`config.mk`:
```
export PLATFORM = sky130hd
export DESIGN_NAME = mem_port_arbiter_flat
export DESIGN_NICKNAME = d
export VERILOG_FILES = /design/src/rtl/mem_port_arbiter_if.sv /design/src/rtl/mem_port_arbiter.sv /design/src/flat_wrapper.sv
export SDC_FILE = /design/constraint.sdc
export NUM_CORES = 1
export LEC_CHECK = 0
export ABC_AREA = 1
export ABC_CLOCK_PERIOD_IN_PS = 1900
export BUFFER_PORTS_ARGS = -buffer_cell sky130_fd_sc_hd__buf_2
export CAP_MARGIN = 20
export CORE_ASPECT_RATIO = 1.75
export CORE_MARGIN = 1
export CORE_UTILIZATION = 30
export DETAILED_ROUTE_END_ITERATION = 8
export PLACE_DENSITY_LB_ADDON = 0.1
export SLEW_MARGIN = 20
export SYNTH_ARGS = -nofsm -noshare
export SYNTH_HDL_FRONTEND = slang
export SYNTH_SLANG_ARGS = --single-unit
```
`constraint.sdc`:
```
create_clock -name clk -period 1.9 [get_ports clk]
set_input_delay 0.095 -clock clk [delete_from_list [all_inputs] [get_ports clk]]
set_output_delay 0.095 -clock clk [all_outputs]
set_load 0.01 [all_outputs]
```
`src/rtl/mem_port_arbiter_if.sv`:
```
// -----------------------------------------------------------------------------
// mem_port_arbiter_if
//
// Purpose:
//    Bundles every handshake and bus signal of the IF/MEM-to-memory arbiter.
//    Clock and reset are not included; they stay scalar module ports.
//
// Signal summary:
//    IF requester : in_if_req, in_if_addr            -> arbiter
//                   out_if_valid, out_if_data,
//                   out_if_stall                     <- arbiter
//    MEM requester: in_mem_req, in_mem_write,
//                   in_mem_addr, in_mem_wdata        -> arbiter
//                   out_mem_valid, out_mem_rdata,
//                   out_mem_stall                    <- arbiter
//    Memory       : out_mm_req, out_mm_write,
//                   out_mm_addr, out_mm_wdata        <- arbiter
//                   in_mm_resp_valid, in_mm_resp_data -> arbiter
//
// Modports:
//    slave  - the arbiter's view (consumes in_*, drives out_*).
//    master - the environment's view (pipeline stages and memory model).
// -----------------------------------------------------------------------------
interface mem_port_arbiter_if #(
   parameter int ADDR_WIDTH = 32,
   parameter int DATA_WIDTH = 32
);

   logic                  in_if_req;
   logic [ADDR_WIDTH-1:0] in_if_addr;
   logic                  out_if_valid;
   logic [DATA_WIDTH-1:0] out_if_data;
   logic                  out_if_stall;

   logic                  in_mem_req;
   logic                  in_mem_write;
   logic [ADDR_WIDTH-1:0] in_mem_addr;
   logic [DATA_WIDTH-1:0] in_mem_wdata;
   logic                  out_mem_valid;
   logic [DATA_WIDTH-1:0] out_mem_rdata;
   logic                  out_mem_stall;

   logic                  out_mm_req;
   logic                  out_mm_write;
   logic [ADDR_WIDTH-1:0] out_mm_addr;
   logic [DATA_WIDTH-1:0] out_mm_wdata;
   logic                  in_mm_resp_valid;
   logic [DATA_WIDTH-1:0] in_mm_resp_data;

   modport slave (
      input  in_if_req, in_if_addr,
      output out_if_valid, out_if_data, out_if_stall,
      input  in_mem_req, in_mem_write, in_mem_addr, in_mem_wdata,
      output out_mem_valid, out_mem_rdata, out_mem_stall,
      output out_mm_req, out_mm_write, out_mm_addr, out_mm_wdata,
      input  in_mm_resp_valid, in_mm_resp_data
   );

   modport master (
      output in_if_req, in_if_addr,
      input  out_if_valid, out_if_data, out_if_stall,
      output in_mem_req, in_mem_write, in_mem_addr, in_mem_wdata,
      input  out_mem_valid, out_mem_rdata, out_mem_stall,
      input  out_mm_req, out_mm_write, out_mm_addr, out_mm_wdata,
      output in_mm_resp_valid, in_mm_resp_data
   );

endinterface

```
`src/rtl/mem_port_arbiter.sv`:
```
// -----------------------------------------------------------------------------
// mem_port_arbiter
//
// Purpose:
//    Shares one single-ported, variable-latency unified memory between the IF
//    stage (read-only fetch) and the MEM stage (load/store). At most one
//    transaction is outstanding. The winner's request goes to memory as a
//    one-cycle pulse and the response comes back as a one-cycle valid pulse to
//    that requester. MEM normally has priority over IF because it carries the
//    older instruction.
//
// Ports:
//    clk    - rising-edge clock
//    reset  - synchronous, active-high reset
//    bus    - mem_port_arbiter_if.slave: IF and MEM requester handshakes,
//             stall outputs, and the memory request/response port
//
// Timing:
//    req sampled in cycle 0 -> out_mm_req in cycle 1 -> response no earlier
//    than cycle 2 -> out_x_valid the cycle after the response.
//
// Build option:
//    MEM_ARB_FAIRNESS_EN - when defined, a counter of MEM grants made while
//    IF is waiting forces an IF grant once it reaches FAIR_LIMIT. When not
//    defined, MEM priority is strict and IF can starve.
// -----------------------------------------------------------------------------
module mem_port_arbiter #(
   parameter int ADDR_WIDTH = 32,
   parameter int DATA_WIDTH = 32,
   parameter int FAIR_LIMIT = 4
) (
   input  logic              clk,
   input  logic              reset,
   mem_port_arbiter_if.slave bus
);

   typedef enum logic [1:0] {
      IDLE     = 2'd0,
      WAIT_IF  = 2'd1,
      WAIT_MEM = 2'd2
   } state_t;

   state_t state;
   state_t state_next;

   // Arbitration and completion strobes
   logic if_eligible;
   logic mem_eligible;
   logic force_if;
   logic resp_take;
   logic grant_if;
   logic grant_mem;
   logic done_if;
   logic done_mem;

   // Registered output copies
   logic                  mm_req;
   logic                  mm_write;
   logic [ADDR_WIDTH-1:0] mm_addr;
   logic [DATA_WIDTH-1:0] mm_wdata;
   logic                  if_valid;
   logic [DATA_WIDTH-1:0] if_data;
   logic                  mem_valid;
   logic [DATA_WIDTH-1:0] mem_rdata;

   // A zero limit would make the fairness counter meaningless
   if (FAIR_LIMIT < 1) begin : g_bad_fair_limit
      $error("mem_port_arbiter: FAIR_LIMIT must be at least 1");
   end

   // A requester whose valid pulse is out this cycle was just served; its
   // req may still be high, so it must not win again.
   assign if_eligible  = bus.in_if_req  & ~if_valid;
   assign mem_eligible = bus.in_mem_req & ~mem_valid;

   // A response in the same cycle as the request pulse is too early to be
   // genuine and is dropped. Only registered state is involved, so there is
   // no combinational path from in_mm_* to out_mm_*.
   assign resp_take = bus.in_mm_resp_valid & ~mm_req;

`ifdef MEM_ARB_FAIRNESS_EN
   localparam int CNT_WIDTH = $clog2(FAIR_LIMIT + 1);
   localparam logic [CNT_WIDTH-1:0] FAIR_LIMIT_C = CNT_WIDTH'(FAIR_LIMIT);

   logic [CNT_WIDTH-1:0] fair_cnt;

   // Fairness counter: counts MEM grants that overtook a waiting IF request
   always_ff @(posedge clk) begin
      if (reset) begin
         fair_cnt <= {CNT_WIDTH{1'b0}};
      end else if (grant_if) begin
         fair_cnt <= {CNT_WIDTH{1'b0}};
      end else if (grant_mem && bus.in_if_req && (fair_cnt != FAIR_LIMIT_C)) begin
         fair_cnt <= fair_cnt + CNT_WIDTH'(1);
      end
   end

   assign force_if = (fair_cnt == FAIR_LIMIT_C);
`else
   assign force_if = 1'b0;
`endif

   // FSM state register
   always_ff @(posedge clk) begin
      if (reset) begin
         state <= IDLE;
      end else begin
         state <= state_next;
      end
   end

   // FSM next-state logic
   always_comb begin
      state_next = state;
      case (state)
         IDLE: begin
            if (grant_mem) begin
               state_next = WAIT_MEM;
            end else if (grant_if) begin
               state_next = WAIT_IF;
            end else begin
               state_next = IDLE;
            end
         end
         WAIT_IF: begin
            if (resp_take) begin
               state_next = IDLE;
            end else begin
               state_next = WAIT_IF;
            end
         end
         WAIT_MEM: begin
            if (resp_take) begin
               state_next = IDLE;
            end else begin
               state_next = WAIT_MEM;
            end
         end
         default: begin
            state_next = IDLE;
         end
      endcase
   end

   // FSM output logic: grant and completion strobes feeding the output registers
   always_comb begin
      grant_if  = 1'b0;
      grant_mem = 1'b0;
      done_if   = 1'b0;
      done_mem  = 1'b0;
      case (state)
         IDLE: begin
            // MEM wins unless the fairness limit hands this round to IF
            if (mem_eligible && !(if_eligible && force_if)) begin
               grant_mem = 1'b1;
            end else if (if_eligible) begin
               grant_if = 1'b1;
            end else begin
               grant_mem = 1'b0;
               grant_if  = 1'b0;
            end
         end
         WAIT_IF: begin
            if (resp_take) begin
               done_if = 1'b1;
            end else begin
               done_if = 1'b0;
            end
         end
         WAIT_MEM: begin
            if (resp_take) begin
               done_mem = 1'b1;
            end else begin
               done_mem = 1'b0;
            end
         end
         default: begin
            grant_if  = 1'b0;
            grant_mem = 1'b0;
            done_if   = 1'b0;
            done_mem  = 1'b0;
         end
      endcase
   end

   // Memory request registers: pulse for one cycle, address/data hold until next grant
   always_ff @(posedge clk) begin
      if (reset) begin
         mm_req   <= 1'b0;
         mm_write <= 1'b0;
         mm_addr  <= {ADDR_WIDTH{1'b0}};
         mm_wdata <= {DATA_WIDTH{1'b0}};
      end else begin
         mm_req <= grant_if | grant_mem;
         if (grant_mem) begin
            mm_write <= bus.in_mem_write;
            mm_addr  <= bus.in_mem_addr;
            mm_wdata <= bus.in_mem_wdata;
         end else if (grant_if) begin
            mm_write <= 1'b0;
            mm_addr  <= bus.in_if_addr;
            mm_wdata <= {DATA_WIDTH{1'b0}};
         end
      end
   end

   // Response registers: one-cycle valid, data holds until the next valid
   always_ff @(posedge clk) begin
      if (reset) begin
         if_valid  <= 1'b0;
         if_data   <= {DATA_WIDTH{1'b0}};
         mem_valid <= 1'b0;
         mem_rdata <= {DATA_WIDTH{1'b0}};
      end else begin
         if_valid  <= done_if;
         mem_valid <= done_mem;
         if (done_if) begin
            if_data <= bus.in_mm_resp_data;
         end
         // mm_write still describes the outstanding MEM transaction here;
         // stores report zero read data.
         if (done_mem) begin
            mem_rdata <= mm_write ? {DATA_WIDTH{1'b0}} : bus.in_mm_resp_data;
         end
      end
   end

   assign bus.out_mm_req    = mm_req;
   assign bus.out_mm_write  = mm_write;
   assign bus.out_mm_addr   = mm_addr;
   assign bus.out_mm_wdata  = mm_wdata;
   assign bus.out_if_valid  = if_valid;
   assign bus.out_if_data   = if_data;
   assign bus.out_mem_valid = mem_valid;
   assign bus.out_mem_rdata = mem_rdata;

   // Stalls follow req and valid directly so hazard logic sees them in the same cycle
   assign bus.out_if_stall  = bus.in_if_req  & ~if_valid;
   assign bus.out_mem_stall = bus.in_mem_req & ~mem_valid;

endmodule

```
`src/flat_wrapper.sv`:
```
// flat-port wrapper written by rule: the top's interface ports become plain ports
module mem_port_arbiter_flat 
#(
   parameter int ADDR_WIDTH = 32,
   parameter int DATA_WIDTH = 32,
   parameter int FAIR_LIMIT = 4
)
  (clk, reset, bus_in_if_req, bus_in_if_addr, bus_out_if_valid, bus_out_if_data, bus_out_if_stall, bus_in_mem_req, bus_in_mem_write, bus_in_mem_addr, bus_in_mem_wdata, bus_out_mem_valid, bus_out_mem_rdata, bus_out_mem_stall, bus_out_mm_req, bus_out_mm_write, bus_out_mm_addr, bus_out_mm_wdata, bus_in_mm_resp_valid, bus_in_mm_resp_data);
  mem_port_arbiter_if #(.ADDR_WIDTH(ADDR_WIDTH), .DATA_WIDTH(DATA_WIDTH)) bus_i ();
  input  logic clk;
  input  logic reset;
  input wire logic [$bits(bus_i.in_if_req)-1:0] bus_in_if_req;
  input wire logic [$bits(bus_i.in_if_addr)-1:0] bus_in_if_addr;
  output wire logic [$bits(bus_i.out_if_valid)-1:0] bus_out_if_valid;
  output wire logic [$bits(bus_i.out_if_data)-1:0] bus_out_if_data;
  output wire logic [$bits(bus_i.out_if_stall)-1:0] bus_out_if_stall;
  input wire logic [$bits(bus_i.in_mem_req)-1:0] bus_in_mem_req;
  input wire logic [$bits(bus_i.in_mem_write)-1:0] bus_in_mem_write;
  input wire logic [$bits(bus_i.in_mem_addr)-1:0] bus_in_mem_addr;
  input wire logic [$bits(bus_i.in_mem_wdata)-1:0] bus_in_mem_wdata;
  output wire logic [$bits(bus_i.out_mem_valid)-1:0] bus_out_mem_valid;
  output wire logic [$bits(bus_i.out_mem_rdata)-1:0] bus_out_mem_rdata;
  output wire logic [$bits(bus_i.out_mem_stall)-1:0] bus_out_mem_stall;
  output wire logic [$bits(bus_i.out_mm_req)-1:0] bus_out_mm_req;
  output wire logic [$bits(bus_i.out_mm_write)-1:0] bus_out_mm_write;
  output wire logic [$bits(bus_i.out_mm_addr)-1:0] bus_out_mm_addr;
  output wire logic [$bits(bus_i.out_mm_wdata)-1:0] bus_out_mm_wdata;
  input wire logic [$bits(bus_i.in_mm_resp_valid)-1:0] bus_in_mm_resp_valid;
  input wire logic [$bits(bus_i.in_mm_resp_data)-1:0] bus_in_mm_resp_data;
  assign bus_i.in_if_req = bus_in_if_req;
  assign bus_i.in_if_addr = bus_in_if_addr;
  assign bus_out_if_valid = bus_i.out_if_valid;
  assign bus_out_if_data = bus_i.out_if_data;
  assign bus_out_if_stall = bus_i.out_if_stall;
  assign bus_i.in_mem_req = bus_in_mem_req;
  assign bus_i.in_mem_write = bus_in_mem_write;
  assign bus_i.in_mem_addr = bus_in_mem_addr;
  assign bus_i.in_mem_wdata = bus_in_mem_wdata;
  assign bus_out_mem_valid = bus_i.out_mem_valid;
  assign bus_out_mem_rdata = bus_i.out_mem_rdata;
  assign bus_out_mem_stall = bus_i.out_mem_stall;
  assign bus_out_mm_req = bus_i.out_mm_req;
  assign bus_out_mm_write = bus_i.out_mm_write;
  assign bus_out_mm_addr = bus_i.out_mm_addr;
  assign bus_out_mm_wdata = bus_i.out_mm_wdata;
  assign bus_i.in_mm_resp_valid = bus_in_mm_resp_valid;
  assign bus_i.in_mm_resp_data = bus_in_mm_resp_data;
  mem_port_arbiter #(.ADDR_WIDTH(ADDR_WIDTH), .DATA_WIDTH(DATA_WIDTH), .FAIR_LIMIT(FAIR_LIMIT)) u_core (.clk(clk), .reset(reset), .bus(bus_i));
endmodule
```
==> impl_metrics.json, run 1 <==
{
  "setup_violations": 0,
  "regArea_um2": 2680,
  "clock-skew-final_ps": 9.27,
  "die_w_um": 103,
  "clkSinkCount": 134,
  "syn2layout_area_growth_pct": 52.2,
  "ys_ff_latch": 134,
  "synth_top_area_frac": 0.503,
  "required_ps": 1800,
  "clock_latency_ps": 410,
  "swShare": 0.262,
  "cp_max_fo": 32,
  "cts_buffer_depth": 2,
  "p_per_area_nw_per_um2": 947,
  "min_path_type": "in -> reg",
  "syn_inst": 734,
  "num-fill-cells": 1893,
  "synth_area_leaders": "dfxtp_1 50%, nand3_1 12%, nand2_1 9.4%",
  "start_util": 0.305,
  "pwr-share-clk": 0.437,
  "critPathTopFamily": "buffers and inverters",
  "synth-edff-count": 0,
  "seqPwrFrac": 0.401,
  "wirelength_um": 17900,
  "min_period_ps": 1530,
  "worst_setup_path_start_kind": "register",
  "dp_hpwl_um": 11800,
  "maxSlewViolCount": 0,
  "ys_warn_count": 0,
  "setup_tns_ps": 0,
  "synth-main-ff-cell": "dfxtp_1",
  "drt_pass1_iterations": 4,
  "hold_viol": 0,
  "synth-simple-area-share": 0.274,
  "rsz0062_at_grt": "false",
  "antenna_found_initial": 0,
  "ir_drop_uv": 522,
  "worst_pin_slew_ps": 771,
  "portBuffers": 267,
  "grt_overflow": 0,
  "yosys-top-cells-count": "134 x dfxtp_1, 134 x nand2_1, 130 x nand3_1",
  "grt_util_all_layers": 0.189,
  "synth_top_family_by_area": "simple AND/OR/NAND/NOR gates",
  "routedWlPerCell_um": 13.9,
  "status": "finished clean",
  "first_global_vias": 5470,
  "clk_root_buffer_cell": "clkbuf_16",
  "crit_path_cell_trace": "nor2_2 > buf_4 > buf_2",
  "die_area_um2": 18300,
  "drc": 0,
  "drt-initial-drc-count": 224,
  "num_vias": 5819,
  "multiInputGateArea_um2": 2110,
  "synth_nets": 868,
  "timing.fmax_mhz": 652,
  "synth.distinct_cells": 18,
  "antenna_left": 0,
  "drt-vias-per-instance": 4.51,
  "avgSynthCellArea_um2": 7.26,
  "ios": 268,
  "rows": 64,
  "fin_nets": 1180,
  "p_leak_nw": 4.11,
  "maxCapViolations": 0,
  "whs_path_depth": 5,
  "path_buf_inv": 2,
  "comb_power_share": 0.162,
  "cts.clk_slew.worst_paths_ps": 60,
  "path_depth": 3,
  "cts_htree_levels": 4,
  "syn_area_um2": 5330,
  "cts_setup_buffers": 0,
  "p_int_mw": 5.67,
  "grt_max_degree": 69,
  "cts_tree": "built",
  "power.switching_mw": 2.01,
  "cts-buffers-inserted": 17,
  "coreArea_um2": 17500,
  "fin_crit_sh": 0.808,
  "synth_xor_area_frac": 0,
  "maxSlewHeadroom": 0.486,
  "cp-end-kind": "output pin",
  "synth_compound_area_frac": 0.122,
  "finalPower_mw": 7.68,
  "place_congestion": 0.776,
  "grt_pass1_wl_um": 26800,
  "die-height_um": 178,
  "drive_above_1_share": 0.300,
  "synth_fa_ha_area_frac": 0,
  "synthMuxAreaShare": 0,
  "cp_slowest_cell": "buf_4",
  "reg2reg_depth": 6,
  "ys_async_sr_fraction": 0,
  "cp.arrival_ps": 1440,
  "yosysTopAreaCell": "dfxtp_1",
  "num_antenna_cells": 0,
  "yosysSeqAreaShare": 0.503,
  "crit_path_max_incr_delay_ps": 350,
  "crit_type": "reg -> out"
}
## power by group through the flow
stage	logic [mW]	registers (mW)	clock network [mW]
after CTS	1.26	3.09	3.45
final	1.24	3.09	3.36
after global routing	1.39	3.11	3.55
after floorplan	0.582	3.23	0
after detailed placement	1.15	3.15	0
after global placement	1.15	3.14	0
## cell usage in the layout, fill, tap and decap left out, drive strengths merged
| master | n |
|---|---|
| nand4 | 2 |
| clkinv | 5 |
| bufinv | 3 |
| nand3 | 130 |
| o21ai | 64 |
| dlygate4sd3 | 67 |
| nor2 | 71 |
| clkinvlp | 2 |
| clkbuf | 22 |
| a21oi | 66 |
| nand2 | 137 |
| inv | 74 |
| dfxtp | 134 |
| buf | 281 |
## per-stage QoR
step	hold slack [ps]	worst slack, ps	std cells	util	instance area, um2
floorplan	243	558	734	-	5330
detailed placement	356	446	1191	0.392	6840
finish	33.7	365	1289	0.465	8110
CTS	11.3	317	1289	0.465	8110
global route	35.5	257	1289	0.465	8110
global placement	351	480	1191	0.392	6840
## layout make-up
class,count,area share
Clock inverter,9,0.0154
Inverter,75,0.0347
Timing Repair Buffer,348,0.265
Sequential cell,134,0.331
Tap cell,231,0.0356
Clock buffer,22,0.0584
Multi-Input combinational cell,470,0.260
## timing repair
action / CTS / global route
gates resized for setup: 0 / 0
hold buffers: 67 / 0
endpoints found under the hold margin: 98 / 0
## final timing paths
path / from / endpoint / slack, ps
setup / recovery: u_core.bus.out_mem_valid / bus_out_mem_stall / 370
hold / removal: bus_in_if_addr[6] / u_core.bus.out_mm_addr[6] / 30
setup reg to reg: u_core.bus.out_if_valid / u_core.bus.out_mm_addr[27] / 440
hold reg to reg: u_core.bus.out_mm_wdata[16] / u_core.bus.out_mm_wdata[16] / 460
## flip-flops by register name, indices dropped and copies added (netlist names)
| signal | count |
|---|---|
| u_core.bus.out_mm_req | 1 |
| u_core.bus.out_mm_addr | 32 |
| u_core.state | 2 |
| u_core.bus.out_mm_wdata | 32 |
| u_core.bus.out_mem_rdata | 32 |
| u_core.bus.out_if_valid | 1 |
| u_core.bus.out_if_data | 32 |
| u_core.bus.out_mm_write | 1 |
| u_core.bus.out_mem_valid | 1 |
## layer usage
metal / global-route usage / wire length [um] / up-vias
met5: 0 / 0 / -
met4: 0.0957 / 550 / 0
met3: 0.0392 / 1030 / 34
met2: 0.337 / 9100 / 195
met1: 0.206 / 7210 / 2614
li1: - / - / 2976
## worst min-delay path, delay by kind of cell
kind | cells | cell delay (ps)
buffers and inverters | 2 | 130
and+or+nand+nor | 2 | 110
AOI/OAI and AO/OA | 1 | 60
## cell families after synthesis
family,after synthesis
buf+inv,130
compound gates,130
simple gates,340
flops,134
Note: power is estimated with default switching activity, not from simulation.
==> run 2, diff against run 1 <==
ABC_AREA = 0   (was 1)
ABC_CLOCK_PERIOD_IN_PS = 1500   (was 1900)
clock period = 1.5 ns   (was 1.9 ns; I/O delays follow)
==> impl_metrics.json, run 2 <==
{
  "syn_area_um2": 5000,
  "avgSynthCellArea_um2": 9.54,
  "dp_hpwl_um": 11100,
  "drt_pass1_iterations": 7,
  "min_period_ps": 1420,
  "ir_drop_uv": 620,
  "routedWlPerCell_um": 14.8,
  "cts_buffer_depth": 2,
  "die_area_um2": 17200,
  "layout.cells.non_filler": 1148,
  "synth.distinct_cells": 29,
  "cts.clk_slew.worst_paths_ps": 60,
  "p_leak_nw": 3.92,
  "ys_warn_count": 0,
  "num-fill-cells": 1489,
  "hold_viol": 0,
  "pre_cts_ws_ps": 41.6,
  "timing.fmax_mhz": 706,
  "coreArea_um2": 16400,
  "worst_pin_slew_ps": 488,
  "grt_overflow": 0,
  "drc": 0,
  "multiInputGateArea_um2": 2070,
  "dp.cells": 988,
  "maxSlewViolCount": 0,
  "yosys-top-cells-count": "134 x dfxtp_1, 126 x nand2_1, 60 x nor2_1",
  "ios": 268,
  "clock_latency_ps": 400,
  "grt_pass1_wl_um": 26700,
  "grt_util_all_layers": 0.196,
  "yosysMostFrequentCell": "dfxtp_1",
  "cts_htree_levels": 4,
  "synth_area_leaders": "dfxtp_1 54%, nand2_1 9.5%, a311oi_2 8.7%",
  "rsz0062_at_grt": "true",
  "most-common-layout-cells": "266 x buf_2, 134 x dfxtp_1, 129 x dlygate4sd3_1",
  "synth_nets": 658,
  "crit_type": "reg -> out",
  "antenna_found_initial": 0,
  "whs_ps": 21.5,
  "utilization": 0.521,
  "worst_setup_path_start_kind": "register",
  "cts_tree": "built",
  "fin_ws_ps": 83.8,
  "maxSlewHeadroom": 0.674,
  "synth-edff-count": 0,
  "ys_async_sr_fraction": 0,
  "maxCapViolations": 0,
  "drt-vias-per-instance": 4.62,
  "num_antenna_cells": 0,
  "min_path_type": "in -> reg",
  "synth_top_area_frac": 0.536,
  "clock-skew-final_ps": 11.7,
  "final_common_cell": "buf_2",
  "rows": 62,
  "regArea_um2": 2680,
  "clk_root_buffer_cell": "clkbuf_16",
  "ys_ff_latch": 134,
  "required_ps": 1420,
  "yosysSeqAreaShare": 0.536,
  "die-height_um": 173,
  "first_global_vias": 5518,
  "syn_inst": 524,
  "fin_nets": 1046,
  "portBuffers": 267,
  "wirelength_um": 16900,
  "clkSinkCount": 134,
  "cts-buffers-inserted": 17,
  "cp-end-kind": "output pin",
  "fin_crit_sh": 0.944,
  "num_vias": 5305,
  "place_congestion": 0.761,
  "yosysTopAreaCell": "dfxtp_1",
  "drt-initial-drc-count": 143,
  "antenna_left": 0,
  "start_util": 0.306,
  "drive_above_1_share": 0.395,
  "cp_max_fo": 21,
  "grt_max_degree": 67,
  "final_area_um2": 8530,
  "synth-main-ff-cell": "dfxtp_1",
  "placed_area_um2": 6620,
  "status": "finished clean",
  "cts_setup_buffers": 0,
  "cp.arrival_ps": 1340,
  "p_per_area_nw_per_um2": 1170,
  "die_w_um": 99.6,
  "setup_violations": 0,
  "syn2layout_area_growth_pct": 70.6
}
[run 2: per-layer routing]
metal,part of all wire,track usage,wire length [um]
met5,0,0,0
met4,0.028,0.0968,468
met3,0.046,0.0420,776
met2,0.55,0.374,9270
met1,0.38,0.195,6430
[run 2: path summary, 6_finish.rpt]
check	startpoint	cells past startpoint	slack, ps	end
hold / removal	bus_in_mm_resp_valid	3	20	u_core.bus.out_mem_valid
hold reg to reg	u_core.bus.out_if_data[27]	2	450	u_core.bus.out_if_data[27]
setup reg to reg	u_core.bus.out_if_valid	5	100	u_core.bus.out_mm_wdata[17]
setup / recovery	u_core.bus.out_mem_valid	4	80	bus_out_mem_stall
[run 2: logic make-up (layout without fill, tap and decap cells)]
family                 after synthesis  count (layout)  synth area share
AO/OA/AOI/OAI                      133             133             0.235
buffers and inverters               47             447            0.0538
flip-flops                         134             134             0.536
AND/OR/NAND/NOR                    210             210             0.174
[run 2: worst max-delay path, stage by stage, from the launching register on]
cell and delay, ps:
dfxtp_1 310, nand2b_4 170, inv_4 90, buf_6 200, buf_2 160
[run 2: cell type report]
| type | count | area share |
|---|---|---|
| clock buffer | 19 | 0.0519 |
| clock inverter | 12 | 0.0195 |
| inverter | 1 | 0.000733 |
| multi-input combinational | 343 | 0.243 |
| sequential | 134 | 0.314 |
| tap | 224 | 0.0329 |
| timing repair buffer | 415 | 0.338 |
[run 2: power breakdown]
group | leakage, nW | switching (mW) | internal, mW
logic | 2.53 | 0.871 | 0.857
clock network | 0.291 | 1.61 | 2.68
registers | 1.09 | 0.125 | 3.79
[run 2: stage by stage]
stage	total power, mW	TNS, ps
6_report	9.94	0
5_1_grt	10.4	-337
4_1_cts	10.1	0
3_5_place_dp	5.44	0
3_3_place_gp	5.40	0
2_1_floorplan	4.82	0
[run 2: repair_timing]
action	CTS	global route
setup endpoints to repair	1	32
hold buffers	129	0
pin swaps	0	0
gates cloned	0	0
endpoints found under the hold margin	129	0
resized for setup	1	3
==> run 3, diff against run 2 <==
ABC_CLOCK_PERIOD_IN_PS = 1200   (was 1500)
MAX_ROUTING_LAYER = met4   (was unset)
clock period = 1.2 ns   (was 1.5 ns; I/O delays follow)
==> impl_metrics.json, run 3 (synthesis gave the netlist of run 2 again) <==
{
  "hold_viol": 0,
  "min_period_ps": 1400,
  "cts-buffers-inserted": 17,
  "start_util": 0.306,
  "grt_overflow": 0,
  "drive_above_1_share": 0.480,
  "drt-initial-drc-count": 163,
  "most-common-layout-cells": "264 x buf_2, 131 x dfxtp_1, 129 x dlygate4sd3_1",
  "grt_util_all_layers": 0.209,
  "routedWlPerCell_um": 15.5,
  "status": "complete, but fails checks",
  "ios": 268,
  "dp.cells": 999,
  "worst_setup_path_start_kind": "register",
  "setup_violations": 133,
  "dp_hpwl_um": 11200,
  "fin_ws_ps": -198,
  "maxSlewViolCount": 0,
  "use_met1": 0.204,
  "coreArea_um2": 16400,
  "die-height_um": 173,
  "cp-end-kind": "register",
  "use_met3": 0.0360,
  "r2r_start": "u_core.bus.out_mem_valid",
  "drt-vias-per-instance": 4.69,
  "whs_path_depth": 4,
  "antenna_left": 0,
  "crit_type": "reg -> reg",
  "die_area_um2": 17200,
  "final_common_cell": "buf_2",
  "maxCapViolations": 0,
  "num_vias": 5543,
  "antenna_found_initial": 1,
  "r2r_slack_ps": -200,
  "grt_pass1_wl_um": 27400,
  "drt_pass1_iterations": 5,
  "p_leak_nw": 4.19,
  "hp-start": "bus_in_mm_resp_valid",
  "clock_latency_ps": 400,
  "timing.fmax_mhz": 715,
  "worst_pin_slew_ps": 425,
  "setup_tns_ps": -16750,
  "cts.clk_slew.worst_paths_ps": 60,
  "met2_usage": 0.387,
  "cp_max_fo": 6,
  "min_path_type": "in -> reg",
  "maxSlewHeadroom": 0.717,
  "failed_checks": "setup timing",
  "layout.cells.non_filler": 1183,
  "die_w_um": 99.6,
  "clkSinkCount": 134,
  "rows": 62,
  "clk_root_buffer_cell": "clkbuf_16",
  "cts_htree_levels": 4,
  "p_per_area_nw_per_um2": 1390,
  "reg2reg_to": "u_core.bus.out_mm_wdata[15]",
  "rsz0062_at_grt": "true",
  "portBuffers": 267,
  "wirelength_um": 18300,
  "timing.hold.worst_endpoint": "u_core.state[0]",
  "grt_busiest_layer": "met2",
  "fin_nets": 1080,
  "reg2reg_depth": 8,
  "syn2layout_area_growth_pct": 86.5,
  "grt_max_degree": 64,
  "cts_tree": "built",
  "required_ps": 1520,
  "cts_buffer_depth": 2,
  "first_global_vias": 5647,
  "fin_crit_sh": 1.17,
  "drc": 0,
  "ir_drop_uv": 807,
  "cp.arrival_ps": 1720,
  "clock-skew-final_ps": 10.5,
  "place_congestion": 0.807
}
[run 3: how the worst max path moves through the flow]
stage	start	end	slack [ps]
after floorplan	u_core.bus.out_mem_valid	u_core.bus.out_mm_addr[11]	-160
after global placement	u_core.bus.out_if_valid	u_core.bus.out_mm_addr[26]	-160
after detailed placement	u_core.bus.out_if_valid	u_core.bus.out_mm_addr[9]	-220
after CTS	u_core.bus.out_if_valid	u_core.bus.out_mm_addr[23]	-200
after global routing	u_core.bus.out_mem_valid	u_core.bus.out_mm_wdata[25]	-270
final	u_core.bus.out_mem_valid	u_core.bus.out_mm_wdata[15]	-200
[run 3: routing by layer]
layer  vias up  share of wire  routed length, um
li1       2673              -                  -
met1      2613           0.37               6740
met2       219           0.56              10200
met3        38          0.047                856
met4         0          0.029                533
met5         -              0                  0
[run 3: what timing repair did]
action                     in CTS  in global routing
hold buffers                  129                  0
gates resized for setup        23                 69
hold endpoints to repair      129                  0
setup endpoints to repair     131                134
pin swaps                       6                 40
setup buffers                   6                  8
gates cloned                    2                  7
[run 3: per-stage QoR]
| step | hold WS [ps] | setup WS [ps] | total power, mW | cell area [um2] | utilization |
|---|---|---|---|---|---|
| final | 47.5 | -198 | 13.0 | 9330 | 0.570 |
| after global routing | 46.7 | -272 | 13.6 | 9330 | 0.570 |
| after CTS | 18.8 | -197 | 12.7 | 8810 | 0.538 |
| after detailed placement | 287 | -218 | 6.85 | 6730 | 0.411 |
| after global placement | 288 | -159 | 6.81 | 6730 | 0.411 |
| after floorplan | 186 | -156 | 6.06 | 5060 | - |
[run 3: power by group]
| group | internal (mW) | leakage, nW | switching [mW] |
|---|---|---|---|
| Clock | 3.29 | 0.284 | 2.03 |
| Sequential | 4.74 | 1.10 | 0.181 |
| Combinational | 1.47 | 2.81 | 1.28 |
| Total | 9.50 | 4.19 | 3.49 |
[run 3: critical path, stage by stage (launching register included)]
cell and delay (ps):
dfxtp_2 330, nand2b_4 150, clkinv_4 70, buf_6 120, o21ai_4 190, buf_6 150, buf_12 120, a22oi_2 70
nor2_1 130
[run 3: area by class of cell]
type | count | area [um2]
fillers | 1421 | 7040
repair buffers | 449 | 3400
flip-flops and latches | 134 | 2690
multi-input cells | 343 | 2350
clock buffers | 18 | 429
well taps | 224 | 280
clock inverters | 13 | 170
inverters | 1 | 8.76
diodes | 1 | 2.50
